### config.mk
export PLATFORM = sky130hd
export DESIGN_NAME = regfile_wb_queue_flat
export DESIGN_NICKNAME = d
export VERILOG_FILES = /design/src/rtl/regfile_wb_queue_if.sv /design/src/rtl/regfile_wb_queue.sv /design/src/flat_wrapper.sv
export SDC_FILE = /design/constraint.sdc
export NUM_CORES = 1
export LEC_CHECK = 0
export BUFFER_PORTS_ARGS = -buffer_cell sky130_fd_sc_hd__buf_2
export CORE_UTILIZATION = 53
export CTS_CLUSTER_DIAMETER = 120
export DETAILED_ROUTE_END_ITERATION = 6
export GPL_TIMING_DRIVEN = 0
export HOLD_SLACK_MARGIN = 0.02
export PLACE_DENSITY = 0.79
export SYNTH_ARGS = -nofsm -noshare
export SYNTH_HDL_FRONTEND = slang
export SYNTH_SLANG_ARGS = --single-unit
### constraint.sdc
create_clock -name clk -period 3 [get_ports clk]
set_clock_uncertainty 0.1 [all_clocks]
set_input_delay 0 -clock clk [delete_from_list [all_inputs] [get_ports clk]]
set_output_delay 0 -clock clk [all_outputs]
set_load 0.01 [all_outputs]
### src/rtl/regfile_wb_queue_if.sv
// Bus bundle for the register-file write-back queue: producer handshake,
// register-file write port, decode bypass lookup and occupancy status.
// The slave modport is the queue itself; master is its surroundings.
interface regfile_wb_queue_if #(
    parameter int DEPTH = 4,
    parameter int AW    = 5,
    parameter int DW    = 32
) ();
    logic                     in_valid;
    logic                     in_ready;
    logic [AW-1:0]            in_addr;
    logic [DW-1:0]            in_data;

    logic                     rf_drain_en;
    logic                     rf_we;
    logic [AW-1:0]            rf_a3;
    logic [DW-1:0]            rf_wd;

    logic [AW-1:0]            rd_a1;
    logic [AW-1:0]            rd_a2;
    logic                     fwd1_hit;
    logic [DW-1:0]            fwd1_data;
    logic                     fwd2_hit;
    logic [DW-1:0]            fwd2_data;

    logic [$clog2(DEPTH):0]   count;
    logic                     empty;
    logic                     full;

    modport slave (
        input  in_valid, in_addr, in_data, rf_drain_en, rd_a1, rd_a2,
        output in_ready, rf_we, rf_a3, rf_wd,
               fwd1_hit, fwd1_data, fwd2_hit, fwd2_data,
               count, empty, full
    );

    modport master (
        output in_valid, in_addr, in_data, rf_drain_en, rd_a1, rd_a2,
        input  in_ready, rf_we, rf_a3, rf_wd,
               fwd1_hit, fwd1_data, fwd2_hit, fwd2_data,
               count, empty, full
    );
endinterface

### src/rtl/regfile_wb_queue.sv
// Write-back queue in front of the 32x32 register file write port.
// Producers push (addr, data); the head drains one entry per cycle whenever
// rf_drain_en allows. Writes to r0 complete the handshake but are dropped.
// Build option: define WBQ_BYPASS_EN to build the decode read bypass
// (newest queued value for rd_a1/rd_a2). Without it the fwd outputs are
// tied to zero and decode must stall while the queue is not empty.
module regfile_wb_queue #(
    parameter int DEPTH = 4,
    parameter int AW    = 5,
    parameter int DW    = 32
) (
    input  logic              clk,
    input  logic              reset_n,
    regfile_wb_queue_if.slave bus
);
    localparam int PW = $clog2(DEPTH);
    localparam int CW = PW + 1;

    logic [AW-1:0] mem_addr [DEPTH];
    logic [DW-1:0] mem_data [DEPTH];

    logic [PW-1:0] wr_ptr;
    logic [PW-1:0] rd_ptr;
    logic [CW-1:0] count_q;

    logic empty;
    logic full;
    logic push;
    logic store;
    logic pop;

    assign empty = (count_q == '0);
    assign full  = (count_q == CW'(DEPTH));

    // Full blocks acceptance even when the head pops this cycle.
    assign push  = bus.in_valid && !full;
    assign store = push && (bus.in_addr != '0);
    assign pop   = !empty && bus.rf_drain_en;

    // Entry payload; no reset, validity is carried by count/pointers alone.
    always_ff @(posedge clk) begin
        if (store) begin
            mem_addr[wr_ptr] <= bus.in_addr;
            mem_data[wr_ptr] <= bus.in_data;
        end
    end

    // Pointer and occupancy bookkeeping; pointers wrap since DEPTH is a power of two.
    always_ff @(posedge clk or negedge reset_n) begin
        if (!reset_n) begin
            wr_ptr  <= '0;
            rd_ptr  <= '0;
            count_q <= '0;
        end else begin
            if (store) begin
                wr_ptr <= wr_ptr + PW'(1);
            end
            if (pop) begin
                rd_ptr <= rd_ptr + PW'(1);
            end
            case ({store, pop})
                2'b10:   count_q <= count_q + CW'(1);
                2'b01:   count_q <= count_q - CW'(1);
                default: count_q <= count_q;
            endcase
        end
    end

    assign bus.rf_we    = pop;
    assign bus.rf_a3    = empty ? '0 : mem_addr[rd_ptr];
    assign bus.rf_wd    = empty ? '0 : mem_data[rd_ptr];
    assign bus.in_ready = !full;
    assign bus.count    = count_q;
    assign bus.empty    = empty;
    assign bus.full     = full;

`ifdef WBQ_BYPASS_EN
    logic          hit1;
    logic          hit2;
    logic [DW-1:0] data1;
    logic [DW-1:0] data2;

    // Walk valid entries oldest to newest so the newest match overrides older ones.
    always_comb begin
        hit1  = 1'b0;
        hit2  = 1'b0;
        data1 = '0;
        data2 = '0;
        for (int k = 0; k < DEPTH; k++) begin
            if (CW'(k) < count_q) begin
                if ((bus.rd_a1 != '0) && (mem_addr[rd_ptr + PW'(k)] == bus.rd_a1)) begin
                    hit1  = 1'b1;
                    data1 = mem_data[rd_ptr + PW'(k)];
                end
                if ((bus.rd_a2 != '0) && (mem_addr[rd_ptr + PW'(k)] == bus.rd_a2)) begin
                    hit2  = 1'b1;
                    data2 = mem_data[rd_ptr + PW'(k)];
                end
            end
        end
    end

    assign bus.fwd1_hit  = hit1;
    assign bus.fwd1_data = data1;
    assign bus.fwd2_hit  = hit2;
    assign bus.fwd2_data = data2;
`else
    logic unused_rd_addr;
    assign unused_rd_addr = ^{bus.rd_a1, bus.rd_a2};

    assign bus.fwd1_hit  = 1'b0;
    assign bus.fwd1_data = '0;
    assign bus.fwd2_hit  = 1'b0;
    assign bus.fwd2_data = '0;
`endif

endmodule
### src/flat_wrapper.sv
// flat-port wrapper written by rule: the top's interface ports become plain ports
module regfile_wb_queue_flat 
#(
    parameter int DEPTH = 4,
    parameter int AW    = 5,
    parameter int DW    = 32
)
  (clk, reset_n, bus_in_valid, bus_in_addr, bus_in_data, bus_rf_drain_en, bus_rd_a1, bus_rd_a2, bus_in_ready, bus_rf_we, bus_rf_a3, bus_rf_wd, bus_fwd1_hit, bus_fwd1_data, bus_fwd2_hit, bus_fwd2_data, bus_count, bus_empty, bus_full);
  regfile_wb_queue_if #(.DEPTH(DEPTH), .AW(AW), .DW(DW)) bus_i ();
  input  logic clk;
  input  logic reset_n;
  input wire logic [$bits(bus_i.in_valid)-1:0] bus_in_valid;
  input wire logic [$bits(bus_i.in_addr)-1:0] bus_in_addr;
  input wire logic [$bits(bus_i.in_data)-1:0] bus_in_data;
  input wire logic [$bits(bus_i.rf_drain_en)-1:0] bus_rf_drain_en;
  input wire logic [$bits(bus_i.rd_a1)-1:0] bus_rd_a1;
  input wire logic [$bits(bus_i.rd_a2)-1:0] bus_rd_a2;
  output wire logic [$bits(bus_i.in_ready)-1:0] bus_in_ready;
  output wire logic [$bits(bus_i.rf_we)-1:0] bus_rf_we;
  output wire logic [$bits(bus_i.rf_a3)-1:0] bus_rf_a3;
  output wire logic [$bits(bus_i.rf_wd)-1:0] bus_rf_wd;
  output wire logic [$bits(bus_i.fwd1_hit)-1:0] bus_fwd1_hit;
  output wire logic [$bits(bus_i.fwd1_data)-1:0] bus_fwd1_data;
  output wire logic [$bits(bus_i.fwd2_hit)-1:0] bus_fwd2_hit;
  output wire logic [$bits(bus_i.fwd2_data)-1:0] bus_fwd2_data;
  output wire logic [$bits(bus_i.count)-1:0] bus_count;
  output wire logic [$bits(bus_i.empty)-1:0] bus_empty;
  output wire logic [$bits(bus_i.full)-1:0] bus_full;
  assign bus_i.in_valid = bus_in_valid;
  assign bus_i.in_addr = bus_in_addr;
  assign bus_i.in_data = bus_in_data;
  assign bus_i.rf_drain_en = bus_rf_drain_en;
  assign bus_i.rd_a1 = bus_rd_a1;
  assign bus_i.rd_a2 = bus_rd_a2;
  assign bus_in_ready = bus_i.in_ready;
  assign bus_rf_we = bus_i.rf_we;
  assign bus_rf_a3 = bus_i.rf_a3;
  assign bus_rf_wd = bus_i.rf_wd;
  assign bus_fwd1_hit = bus_i.fwd1_hit;
  assign bus_fwd1_data = bus_i.fwd1_data;
  assign bus_fwd2_hit = bus_i.fwd2_hit;
  assign bus_fwd2_data = bus_i.fwd2_data;
  assign bus_count = bus_i.count;
  assign bus_empty = bus_i.empty;
  assign bus_full = bus_i.full;
  regfile_wb_queue #(.DEPTH(DEPTH), .AW(AW), .DW(DW)) u_core (.clk(clk), .reset_n(reset_n), .bus(bus_i));
endmodule
==> report_table.html <==
<table>
<tr><th>Metric</th><th>Value</th></tr>
<tr><th colspan="2">Status</th></tr>
<tr><td>Run status</td><td>finished clean</td></tr>
<tr><th colspan="2">Placement</th></tr>
<tr><td>Final weighted congestion in routability-driven placement</td><td>0.6973</td></tr>
<tr><td>Number of buffer cells added on primary ports</td><td>between 80 and 90</td></tr>
<tr><td>Post-placement worst setup slack</td><td>a little over 0.6 ns</td></tr>
<tr><td>Detail Placement HPWL</td><td>6557 µm</td></tr>
<tr><th colspan="2">Power</th></tr>
<tr><td>Cell Pwr Density</td><td>904.2 nW/µm²</td></tr>
<tr><td>Largest vdd supply drop</td><td>approximately 0.58 mV</td></tr>
<tr><td>Total leakage power</td><td>3.312 nW</td></tr>
<tr><td>Total Power Consumption</td><td>approximately 7.5 mW</td></tr>
<tr><th colspan="2">Finish</th></tr>
<tr><td>Commonest cells after routing, fill and taps aside</td><td>sky130_fd_sc_hd__edfxtp_1 (148), sky130_fd_sc_hd__buf_2 (88), sky130_fd_sc_hd__buf_4 (68)</td></tr>
<tr><td>Most common cell after layout, fill and taps aside</td><td>sky130_fd_sc_hd__edfxtp_1</td></tr>
<tr><td>Number of filler cells placed in the layout</td><td>approximately 800</td></tr>
<tr><td>Multi-input logic area</td><td>~1600 µm²</td></tr>
<tr><td>Share of post-route cells with drive strength above 1</td><td>between 40% and 50%</td></tr>
<tr><td>Number of antenna cells inserted</td><td>0</td></tr>
<tr><td>Sequential Area</td><td>4619 µm²</td></tr>
<tr><td>Final Net Count</td><td>606</td></tr>
<tr><td>Growth of design area from synthesis to finish</td><td>27.84%</td></tr>
<tr><th colspan="2">Routing</th></tr>
<tr><td>Routed wire length</td><td>between 10000 and 15000 µm</td></tr>
<tr><td>Initial DRC count</td><td>between 100 and 150</td></tr>
<tr><td>Total DRC errors in the routed layout</td><td>0</td></tr>
<tr><td>Remaining antenna violation count</td><td>0</td></tr>
<tr><td>Total via count in the routed design</td><td>roughly 3400</td></tr>
<tr><td>Router iterations before antenna repair</td><td>4</td></tr>
<tr><td>Routed wirelength normalized by instance count</td><td>around 15 µm</td></tr>
<tr><td>DR vias/cell</td><td>around 4.7</td></tr>
<tr><th colspan="2">Hold path</th></tr>
<tr><td>Worst Hold Depth</td><td>2</td></tr>
<tr><td>Worst min path class</td><td>in -&gt; reg</td></tr>
<tr><td>Worst Hold Launch</td><td>bus_in_data[16]</td></tr>
<tr><td>Worst Hold Path EP</td><td>u_core.mem_data[0][16]$_DFFE_PP_</td></tr>
<tr><th colspan="2">Synthesis</th></tr>
<tr><td>Post-synthesis async set-or-reset flop share</td><td>~4.5%</td></tr>
<tr><td>Post-synth EDFFs</td><td>148</td></tr>
<tr><td>Number of different library cells in the post-synthesis netlist</td><td>23</td></tr>
<tr><td>Primary FF master, synth</td><td>sky130_fd_sc_hd__edfxtp_1</td></tr>
<tr><td>Share of synthesized area occupied by flip-flops and latches</td><td>a little over two thirds</td></tr>
<tr><td>Syn_area_per_cell</td><td>just under 20 µm²</td></tr>
<tr><td>Flops &amp; latches, synth</td><td>155</td></tr>
<tr><td>Cell count after synthesis</td><td>between 300 and 400</td></tr>
<tr><td>Warnings, synthesis</td><td>0</td></tr>
<tr><td>Area of the mapped netlist</td><td>about 6500 µm²</td></tr>
<tr><th colspan="2">Setup path</th></tr>
<tr><td>Worst R2R End</td><td>u_core.bus.count[2]$_DFFE_PN0P_</td></tr>
<tr><td>CP bufs+invs</td><td>3</td></tr>
<tr><td>Cell repeated most along the worst path</td><td>sky130_fd_sc_hd__buf_2</td></tr>
<tr><td>Cell with the largest stage delay on the worst path</td><td>sky130_fd_sc_hd__nor3_1</td></tr>
<tr><td>Setup slack on the worst flop-to-flop path</td><td>around 0.63 ns</td></tr>
<tr><td>Data arrival at the endpoint of the critical path</td><td>approximately 2.4 ns</td></tr>
<tr><td>Critical path endpoint category</td><td>primary output</td></tr>
<tr><td>CP startpoint kind</td><td>flip-flop</td></tr>
<tr><td>Setup Crit Path Kind</td><td>reg -&gt; out</td></tr>
<tr><td>Delay contributed by the slowest stage of the critical path</td><td>0.52 ns</td></tr>
<tr><td>Critical Path, Cell by Cell</td><td>nor3_1 -&gt; clkbuf_1 -&gt; buf_2 -&gt; nor2b_1 -&gt; buf_2</td></tr>
<tr><td>R2R cell count</td><td>9</td></tr>
<tr><td>Largest fanout on the critical path</td><td>10</td></tr>
<tr><td>Required time of the critical path</td><td>between 2 and 3 ns</td></tr>
<tr><td>Gate family responsible for the most delay along the worst path</td><td>buffers and inverters</td></tr>
<tr><td>Crit Reg-Reg Startpoint</td><td>u_core.bus.count[0]$_DFFE_PN0P_</td></tr>
<tr><th colspan="2">Job</th></tr>
<tr><td>Reported max-cap violation count</td><td>0</td></tr>
<tr><th colspan="2">STA</th></tr>
<tr><td>Hold slack final</td><td>0.2433 ns</td></tr>
<tr><td>Number of hold-slack violations in the final timing report</td><td>0</td></tr>
<tr><td>Final Slew Violations</td><td>0</td></tr>
<tr><td>Setup repair after global routing missed its margin</td><td>no</td></tr>
<tr><td>Final worst-path setup slack</td><td>about 0.54 ns</td></tr>
<tr><td>Period Utilization, post-route</td><td>81.84%</td></tr>
<tr><td>Pin slew with the least headroom to its limit</td><td>~1.0 ns</td></tr>
<tr><td>Number of failing setup endpoints in the final timing report</td><td>0</td></tr>
<tr><td>Minimum clock period after layout</td><td>approximately 2.5 ns</td></tr>
<tr><td>Setup TNS</td><td>0 ns</td></tr>
<tr><td>Max Freq</td><td>about 0.41 GHz</td></tr>
<tr><td>Worst max-slew margin expressed relative to the limit</td><td>about a third</td></tr>
<tr><th colspan="2">Clocking</th></tr>
<tr><td>Maximum clock path buffer count</td><td>2</td></tr>
<tr><td>Cell at the root of the clock tree</td><td>sky130_fd_sc_hd__clkbuf_16</td></tr>
<tr><td>TritonCTS clock tree</td><td>built</td></tr>
<tr><td>Clock transition at the registers of the reported paths</td><td>roughly 0.060 ns</td></tr>
<tr><td>Post-CTS resize count</td><td>0</td></tr>
<tr><td>Hold-fix buffers at CTS</td><td>just over 40</td></tr>
<tr><td>Htree depth</td><td>4</td></tr>
<tr><td>Clock sink total</td><td>roughly 160</td></tr>
<tr><td>Buffers inserted by post-CTS timing repair</td><td>0</td></tr>
<tr><td>Inserted Clock Buffers</td><td>17</td></tr>
<tr><td>Worst-Skew Late Latency</td><td>0.40 ns</td></tr>
<tr><th colspan="2">GRT</th></tr>
<tr><td>Pin count of the biggest net entering global routing</td><td>38</td></tr>
<tr><td>Global Route Usage Sum</td><td>~18%</td></tr>
<tr><td>Number of antenna violations at the first check in global routing</td><td>0</td></tr>
<tr><td>First-pass GRT wire length</td><td>16570 µm</td></tr>
<tr><td>Overflow after GRT</td><td>0</td></tr>
<tr><td>Via count of the first global-routing pass</td><td>~3200</td></tr>
<tr><th colspan="2">Die</th></tr>
<tr><td>Die Y-Extent</td><td>113.0 µm</td></tr>
<tr><td>Count of pins on the block boundary</td><td>~160</td></tr>
<tr><td>Area of the die</td><td>around 13000 µm²</td></tr>
<tr><td>Width of the chip</td><td>between 100 and 150 µm</td></tr>
<tr><td>Number of rows in the core area</td><td>40</td></tr>
<tr><td>Core box area</td><td>around 12000 µm²</td></tr>
<tr><td>Initial cell density of the core</td><td>54.37%</td></tr>
</table>
synthesized netlist by cell type (all sizes together) (3+ instances only):
| cell | instances | area, µm² |
|---|---|---|
| and2 | 4 | 30.03 |
| buf | 74 | 553.0 |
| clkbuf | 4 | 15.01 |
| dfrtp | 7 | 175.2 |
| edfxtp | 148 | 4444 |
| ha | 5 | 62.56 |
| inv | 7 | 26.28 |
| mux4 | 37 | 833.3 |
| nor2b | 38 | 237.7 |
| xnor2 | 3 | 26.28 |
| xor2 | 3 | 26.28 |
worst register-to-register path, cell delays in order (launching register included):
cell and delay (ns):
sky130_fd_sc_hd__dfrtp_1 0.42, sky130_fd_sc_hd__or3b_1 0.44, sky130_fd_sc_hd__o311a_4 0.18, sky130_fd_sc_hd__inv_1 0.07, sky130_fd_sc_hd__ha_1 0.20, sky130_fd_sc_hd__inv_1 0.08, sky130_fd_sc_hd__fa_1 0.38, sky130_fd_sc_hd__xor2_1 0.15
sky130_fd_sc_hd__nor2_1 0.13, sky130_fd_sc_hd__xor2_1 0.15
final cells by class:
cell class	count	share of cell area, %
repair buffers	125	9.951
clock inverters	12	1.514
flip-flops and latches	155	55.33
clock buffers	19	5.185
well taps	147	2.203
multi-input cells	165	18.70
inverters	7	0.3147
plain buffers	78	6.804
how the worst max path moves through the flow:
stage | start | end | slack, ns | cells after the start
2_1_floorplan | u_core.bus.count[0]$_DFFE_PN0P_ | u_core.bus.count[2]$_DFFE_PN0P_ | 0.72 | 9
3_3_place_gp | u_core.bus.count[0]$_DFFE_PN0P_ | u_core.bus.count[2]$_DFFE_PN0P_ | 0.75 | 9
3_5_place_dp | u_core.bus.count[0]$_DFFE_PN0P_ | u_core.bus.count[2]$_DFFE_PN0P_ | 0.62 | 9
4_1_cts | u_core.bus.count[0]$_DFFE_PN0P_ | bus_rf_wd[21] | 0.45 | 5
5_1_grt | u_core.bus.count[0]$_DFFE_PN0P_ | bus_rf_wd[15] | 0.32 | 5
6_report | u_core.bus.count[0]$_DFFE_PN0P_ | bus_rf_wd[15] | 0.54 | 5
logic make-up (layout without fill, tap and decap cells):
family                     Yosys count  count (layout)  share of synthesized area, %
AOI/OAI and AO/OA                    1               1                        0.3257
xor gates and xnor gates             6               6                        0.8047
adders and majority gates            6               6                         1.264
buffers and inverters               85             241                         9.100
DFF                                155             155                         70.73
muxes                               39              39                         13.14
other                                1              66                       0.05742
and+or+nand+nor                     47              47                         4.579
sequential cells by signal, summed over array words and instances, names as in the netlist:
| register | cells |
|---|---|
| u_core.bus.count | 3 |
| u_core.mem_addr | 20 |
| u_core.mem_data | 128 |
| u_core.rd_ptr | 2 |
| u_core.wr_ptr | 2 |
metrics by stage:
stage	std cells	cell area, µm²	util (%)
2_1_floorplan	405	6775	-
3_3_place_gp	636	7380	61.44
3_5_place_dp	636	7380	61.44
4_1_cts	708	8349	69.51
5_1_grt	708	8349	69.51
6_report	708	8349	69.51
metal layers:
| metal | global-route usage (%) | up-vias | wire [µm] |
|---|---|---|---|
| li1 | - | 1576 | - |
| met1 | 21.67 | 1619 | 4432 |
| met5 | 0 | - | 0 |
| met2 | 30.76 | 148 | 5550 |
| met3 | 5.142 | 11 | 750 |
| met4 | 6.491 | 0 | 114 |
power breakdown:
| part | switching [mW] | internal (mW) |
|---|---|---|
| Sequential | 0.121 | 2.87 |
| Combinational | 1.32 | 1.24 |
| Clock | 0.777 | 1.21 |
| Total | 2.22 | 5.33 |
Power figures use the tool's default switching activity.
